### src/rtl/updn_counter_pkg.sv
`default_nettype none
// ============================================================================
// Module   : updn_counter_pkg
// Purpose  : Shared definitions for the up/down modulo counter: end-of-range
//            mode encodings, FSM state type and the step/limit clamp helper.
// Ports    : none (package)
// Revision : 1.0 - initial release
// ============================================================================
package updn_counter_pkg;

    // End-of-range behaviour; 2'b11 is decoded as wrap by the datapath.
    localparam logic [1:0] MODE_WRAP    = 2'b00;
    localparam logic [1:0] MODE_SAT     = 2'b01;
    localparam logic [1:0] MODE_ONESHOT = 2'b10;

    typedef enum logic [0:0] {
        ST_RUN  = 1'b0,
        ST_DONE = 1'b1
    } state_t;

    // Returns min(value, limit). Operands are carried at 32 bits so one
    // function serves every WIDTH up to 32; callers zero-extend and truncate.
    function automatic logic [31:0] clamp_step(input logic [31:0] value,
                                               input logic [31:0] limit);
        return (value > limit) ? limit : value;
    endfunction

endpackage
`default_nettype wire

### src/rtl/updn_next_calc.sv
`default_nettype none
// ============================================================================
// Module   : updn_next_calc
// Purpose  : Combinational next-count datapath. Given the current count, an
//            already-clamped step and the limit, produces the next count,
//            an out-of-range event flag and a one-shot terminal flag.
// Ports    : i_count      - current count register value
//            i_step       - effective step (already <= i_limit)
//            i_limit      - upper bound of legal range 0..i_limit
//            i_dir        - 1 = up, 0 = down
//            i_mode       - end-of-range mode
//            o_next_count - count to load if the counter advances
//            o_event      - an out-of-range branch was taken
//            o_terminal   - one-shot end reached (enter DONE)
// Revision : 1.0 - initial release
// ============================================================================
module updn_next_calc
    import updn_counter_pkg::*;
#(
    parameter int WIDTH = 8
) (
    input  logic [WIDTH-1:0] i_count,
    input  logic [WIDTH-1:0] i_step,
    input  logic [WIDTH-1:0] i_limit,
    input  logic             i_dir,
    input  logic [1:0]       i_mode,
    output logic [WIDTH-1:0] o_next_count,
    output logic             o_event,
    output logic             o_terminal
);

    localparam logic [WIDTH:0] c_one = {{WIDTH{1'b0}}, 1'b1};

    // One extra bit so count + step and count + limit + 1 never overflow.
    logic [WIDTH:0] w_cnt;
    logic [WIDTH:0] w_s;
    logic [WIDTH:0] w_lim;
    logic [WIDTH:0] w_sum;

    assign w_cnt = {1'b0, i_count};
    assign w_s   = {1'b0, i_step};
    assign w_lim = {1'b0, i_limit};
    assign w_sum = w_cnt + w_s;

    always_comb begin
        o_next_count = i_count;
        o_event      = 1'b0;
        o_terminal   = 1'b0;

        if (i_count > i_limit) begin
            // Limit was lowered underneath the count: snap back into range
            // regardless of mode or step.
            o_next_count = i_limit;
            o_event      = 1'b1;
        end else if (i_dir) begin
            if (w_sum <= w_lim) begin
                o_next_count = WIDTH'(w_sum);
            end else begin
                o_event = 1'b1;
                case (i_mode)
                    MODE_SAT: begin
                        o_next_count = i_limit;
                    end
                    MODE_ONESHOT: begin
                        o_next_count = i_limit;
                        o_terminal   = 1'b1;
                    end
                    default: begin
                        // step <= limit and count <= limit, so this lands in
                        // 0..limit-1 without a second wrap.
                        o_next_count = WIDTH'(w_sum - (w_lim + c_one));
                    end
                endcase
            end
        end else begin
            if (w_s <= w_cnt) begin
                o_next_count = WIDTH'(w_cnt - w_s);
            end else begin
                o_event = 1'b1;
                case (i_mode)
                    MODE_SAT: begin
                        o_next_count = '0;
                    end
                    MODE_ONESHOT: begin
                        o_next_count = '0;
                        o_terminal   = 1'b1;
                    end
                    default: begin
                        o_next_count = WIDTH'(w_cnt + w_lim + c_one - w_s);
                    end
                endcase
            end
        end
    end

endmodule
`default_nettype wire

### src/rtl/updn_mod_counter.sv
`default_nettype none
// ============================================================================
// Module   : updn_mod_counter
// Purpose  : Parametrised up/down counter with programmable modulo limit,
//            variable step and wrap / saturate / one-shot end-of-range modes.
// Ports    : clk, rst    - clock, synchronous active-high reset
//            en, dir     - count enable, direction (1 = up)
//            step        - step magnitude (clamped to limit)
//            limit       - upper bound of the count range
//            mode        - 00 wrap, 01 saturate, 10 one-shot, 11 wrap
//            load        - preset strobe, load_value clamped to limit
//            pause       - freeze count and FSM
//            count       - registered count
//            at_zero     - count == 0
//            at_max      - count == limit
//            wrap_pulse  - registered one-cycle out-of-range strobe
//            done        - registered sticky one-shot completion flag
// Revision : 1.0 - initial release
// ============================================================================
module updn_mod_counter
    import updn_counter_pkg::*;
#(
    parameter int WIDTH  = 8,
    parameter int STEP_W = 4
) (
    input  logic              clk,
    input  logic              rst,
    input  logic              en,
    input  logic              dir,
    input  logic [STEP_W-1:0] step,
    input  logic [WIDTH-1:0]  limit,
    input  logic [1:0]        mode,
    input  logic              load,
    input  logic [WIDTH-1:0]  load_value,
    input  logic              pause,
    output logic [WIDTH-1:0]  count,
    output logic              at_zero,
    output logic              at_max,
    output logic              wrap_pulse,
    output logic              done
);

    logic [WIDTH-1:0] r_count_q;
    logic [WIDTH-1:0] w_count_d;
    logic             r_wrap_q;
    logic             w_wrap_d;
    logic             r_done_q;
    logic             w_done_d;
    state_t           r_state_q;
    state_t           w_state_d;

    logic [WIDTH-1:0] w_step_eff;
    logic [WIDTH-1:0] w_load_eff;
    logic [WIDTH-1:0] w_next_count;
    logic             w_event;
    logic             w_terminal;

    assign w_step_eff = WIDTH'(clamp_step(32'(step), 32'(limit)));
    assign w_load_eff = WIDTH'(clamp_step(32'(load_value), 32'(limit)));

    updn_next_calc #(
        .WIDTH (WIDTH)
    ) u_next_calc (
        .i_count      (r_count_q),
        .i_step       (w_step_eff),
        .i_limit      (limit),
        .i_dir        (dir),
        .i_mode       (mode),
        .o_next_count (w_next_count),
        .o_event      (w_event),
        .o_terminal   (w_terminal)
    );

    // Priority below reset: load > pause > DONE hold > enabled count > hold.
    always_comb begin
        w_count_d = r_count_q;
        w_wrap_d  = 1'b0;
        w_done_d  = r_done_q;
        w_state_d = r_state_q;

        if (load) begin
            w_count_d = w_load_eff;
            w_done_d  = 1'b0;
            w_state_d = ST_RUN;
        end else if (pause) begin
            // hold everything; strobe stays low
        end else if (r_state_q == ST_DONE) begin
            // one-shot finished: only load leaves this state
        end else if (en) begin
            w_count_d = w_next_count;
            w_wrap_d  = w_event;
            if (w_terminal) begin
                w_done_d  = 1'b1;
                w_state_d = ST_DONE;
            end
        end
    end

    always_ff @(posedge clk) begin
        if (rst) begin
            r_count_q <= '0;
            r_wrap_q  <= 1'b0;
            r_done_q  <= 1'b0;
            r_state_q <= ST_RUN;
        end else begin
            r_count_q <= w_count_d;
            r_wrap_q  <= w_wrap_d;
            r_done_q  <= w_done_d;
            r_state_q <= w_state_d;
        end
    end

    assign count      = r_count_q;
    assign wrap_pulse = r_wrap_q;
    assign done       = r_done_q;
    assign at_zero    = (r_count_q == '0);
    assign at_max     = (r_count_q == limit);

endmodule
`default_nettype wire

### config.mk
export PLATFORM = sky130hd
export DESIGN_NAME = updn_mod_counter
export DESIGN_NICKNAME = d
export VERILOG_FILES = /design/src/rtl/updn_counter_pkg.sv /design/src/rtl/updn_next_calc.sv /design/src/rtl/updn_mod_counter.sv
export SDC_FILE = /design/constraint.sdc
export NUM_CORES = 1
export LEC_CHECK = 0
export BUFFER_PORTS_ARGS = -buffer_cell sky130_fd_sc_hd__buf_2
export CELL_PAD_IN_SITES_DETAIL_PLACEMENT = 1
export CELL_PAD_IN_SITES_GLOBAL_PLACEMENT = 2
export CORE_MARGIN = 3
export CORE_UTILIZATION = 30
export DETAILED_ROUTE_END_ITERATION = 8
export PLACE_DENSITY = 0.69
export SYNTH_ARGS = -nofsm -noshare
export SYNTH_HDL_FRONTEND = slang
export SYNTH_HIERARCHICAL = 1
export SYNTH_SLANG_ARGS = --single-unit
### constraint.sdc
create_clock -name clk -period 6.4 [get_ports clk]
set_input_delay 0.32 -clock clk [delete_from_list [all_inputs] [get_ports clk]]
set_output_delay 0.32 -clock clk [all_outputs]
set_load 0.01 [all_outputs]
==> flow_summary.json <==
{
  "status": "finished, final reports clean",
  "fin_setup_tns_ns": 0,
  "portBuffers": 39,
  "ys.flop_type": "dfxtp_1",
  "arrival_ns": 5.97,
  "viasPerCell": 5.25,
  "endpoint_kind": "flip-flop",
  "yosysWarnings": 6,
  "synth_edf_count": 0,
  "worstMarginPinSlew_ns": 1.04,
  "p_seq_share_pct": 12.7,
  "clk_path_buf_depth": 2,
  "power.share.clock_pct": 10.1,
  "postSynthAreaPerCell_um2": 7.71,
  "synth_area_leaders": "ha_1 (21%), inv_1 (7.0%), dfxtp_1 (6.6%)",
  "synth-seq-cells": 11,
  "cp_max_fo": 14,
  "fmax_ghz": 0.172,
  "drive_gt1_share_pct": 14.7,
  "grt_pass1_wl_mm": 18.3,
  "final_antenna_net_count": 0,
  "ys_top_cells_by_count": "inv_1 (62), ha_1 (55), a21oi_1 (39), nor2_1 (37), xnor2_1 (21)",
  "yosysSeqAreaShare_pct": 6.58,
  "drt-total-wl_mm": 11.3,
  "fin_crit_sh_pct": 91.1,
  "setup_viol": 0,
  "dieHeight_um": 112,
  "finalWorstSetupSlack_ns": 0.572,
  "die_width_um": 112,
  "finalClockSkew_ns": 0.00700,
  "synth_area_leader_cell": "ha_1",
  "pre_cts_slack_ns": 0.371,
  "yosysTopAreaCellShare_pct": 20.6,
  "p_sw_mw": 0.375,
  "clk_pin_slew_ns": 0.06,
  "gr-usage-all-layers_pct": 18.1,
  "postCtsSetupRepairBufs": 0,
  "n_fill_cell": 1343,
  "rows": 37,
  "synth_most_common_cell": "inv_1",
  "grt_remaining_overflow": 0,
  "pwr-share-comb_pct": 77.2,
  "async_reset_ff_share_pct": 0,
  "hold_class": "in2reg",
  "cp-start-kind": "primary input",
  "cp_slowest_cell": "a21oi_2",
  "io_pins": 40,
  "clkSinkCount": 11,
  "syn2layout_area_growth_pct": 11.5,
  "antenna_cells": 0,
  "maxSlewHeadroom_pct": 30.3,
  "cts_tree": "built",
  "hold_viol": 0,
  "die-area_um2": 12500,
  "fin_total_pwr_mw": 0.738,
  "rsz0062_at_grt": "no",
  "remaining_drc_errors": 0,
  "antenna_found_initial": 0,
  "syn_area_um2": 3340,
  "root_buffer": "clkbuf_8",
  "first_pass_iters": 4,
  "wire_per_inst_um": 18.4,
  "internal-power_mw": 0.363,
  "synth_cell_types": 61,
  "postCtsHoldBufs": 0,
  "maxCapViolations": 0,
  "final_net_count": 569,
  "gp_routability_congestion": 0.862,
  "worstSkewPairLatency_ns": 0.25,
  "via_count": 3210,
  "cts_resized": 0,
  "switching_share_pct": 50.8,
  "grt_pass1_vias": 3313,
  "period_needed_ns": 5.83,
  "ctsHtreeMaxLevel": 1,
  "drt_iter0_drc": 117,
  "core_area_um2": 10600,
  "p_leak_nw": 1.79,
  "synthCells": 434,
  "critPathRequiredTime_ns": 6.54,
  "maxSlewViolCount": 0,
  "max-vdd-ir-drop_uv": 70.7,
  "path_class": "in2reg",
  "grt_max_degree": 18,
  "start_util_pct": 31.5,
  "p_per_area_nw_per_um2": 198,
  "dp_hpwl_mm": 9.38,
  "cts_buffers": 3,
  "cp_slowest_stage_delay_ns": 0.63
}
state kept, by name (all words and copies together), names as in the netlist:
register and flops:
wrap_pulse 1, count 8, done 1, r_state_q 1
worst max-delay path: cells and delay by family:
family	cells	cell delay, ns
AO/OA/AOI/OAI	11	2.60
adder cells (fa/ha/maj)	4	1.23
buffers and inverters	2	0.21
multiplexers	2	0.63
AND/OR/NAND/NOR	7	0.94
through the flow:
step	util [%]	instances	hold WS [ns]	area, um^2
4_1_cts	35.2	611	0.403	3730
6_report	35.2	611	0.397	3730
5_1_grt	35.2	611	0.466	3730
2_1_floorplan	-	444	0.487	3380
3_3_place_gp	34.7	607	0.490	3680
3_5_place_dp	34.7	607	0.505	3680
placed cells by master, fill, tap and decap left out, drive strengths merged, types with 7 or more instances in the layout:
cell type  instances
nand3              7
nand2             16
xor2               7
nor2b              7
conb              11
xnor2             21
o21ai             12
nor3               8
and3              11
nor2              37
mux2i             17
inv               62
a21oi             40
o31ai              7
mux2               8
fa                10
buf               42
dfxtp             11
o21a               8
o31a              10
ha                55
logic make-up (layout without fill, tap and decap cells):
family          after synthesis  in the layout  share of synthesized area (%)
compound gates              115            115                           24.2
simple gates                112            112                           17.7
buf+inv                      77            108                           9.69
fa+ha+maj                    65             65                           26.6
xor+xnor                     28             28                           7.33
mux                          25             25                           7.78
flops                        11             11                           6.58
other cells                   1             11                          0.112
layer usage:
metal  wire (um)  GRT usage [%]  part of all wire, %  vias to the layer above
met5           0              0                    0                        -
met3         323           1.41                  2.9                        8
met4         112           3.00                 0.99                        0
met2        5250           30.1                   47                       47
li1            -              -                    -                     1601
met1        5580           26.0                   50                     1554
cell type report:
| class | count | area, um^2 | area share (%) |
|---|---|---|---|
| repair buffers | 42 | 218 | 5.84 |
| clock buffers | 4 | 45.0 | 1.21 |
| well taps | 136 | 170 | 4.56 |
| inverters | 62 | 233 | 6.24 |
| multi-input cells | 356 | 2840 | 76.2 |
| flip-flops and latches | 11 | 220 | 5.91 |
final timing paths:
path | start | endpoint | slack, ns | depth (start not counted)
hold reg to reg | done$_SDFFE_PP0P_ | done$_SDFFE_PP0P_ | 0.51 | 2
setup / recovery | limit[1] | count[2]$_SDFFE_PP0P_ | 0.57 | 26
setup reg to reg | count[1]$_SDFFE_PP0P_ | count[2]$_SDFFE_PP0P_ | 1.74 | 18
hold / removal | en | r_state_q$_SDFFE_PP0N_ | 0.40 | 3
power by group through the flow:
| stage | Sequential, mW | Clock (mW) | Combinational [mW] |
|---|---|---|---|
| after floorplan | 0.0898 | 0 | 0.431 |
| after global placement | 0.0965 | 0 | 0.555 |
| after detailed placement | 0.0968 | 0 | 0.568 |
| after CTS | 0.0953 | 0.0763 | 0.571 |
| after global routing | 0.0965 | 0.0799 | 0.640 |
| final | 0.0939 | 0.0743 | 0.570 |
Note: power is estimated with default switching activity, not from simulation.
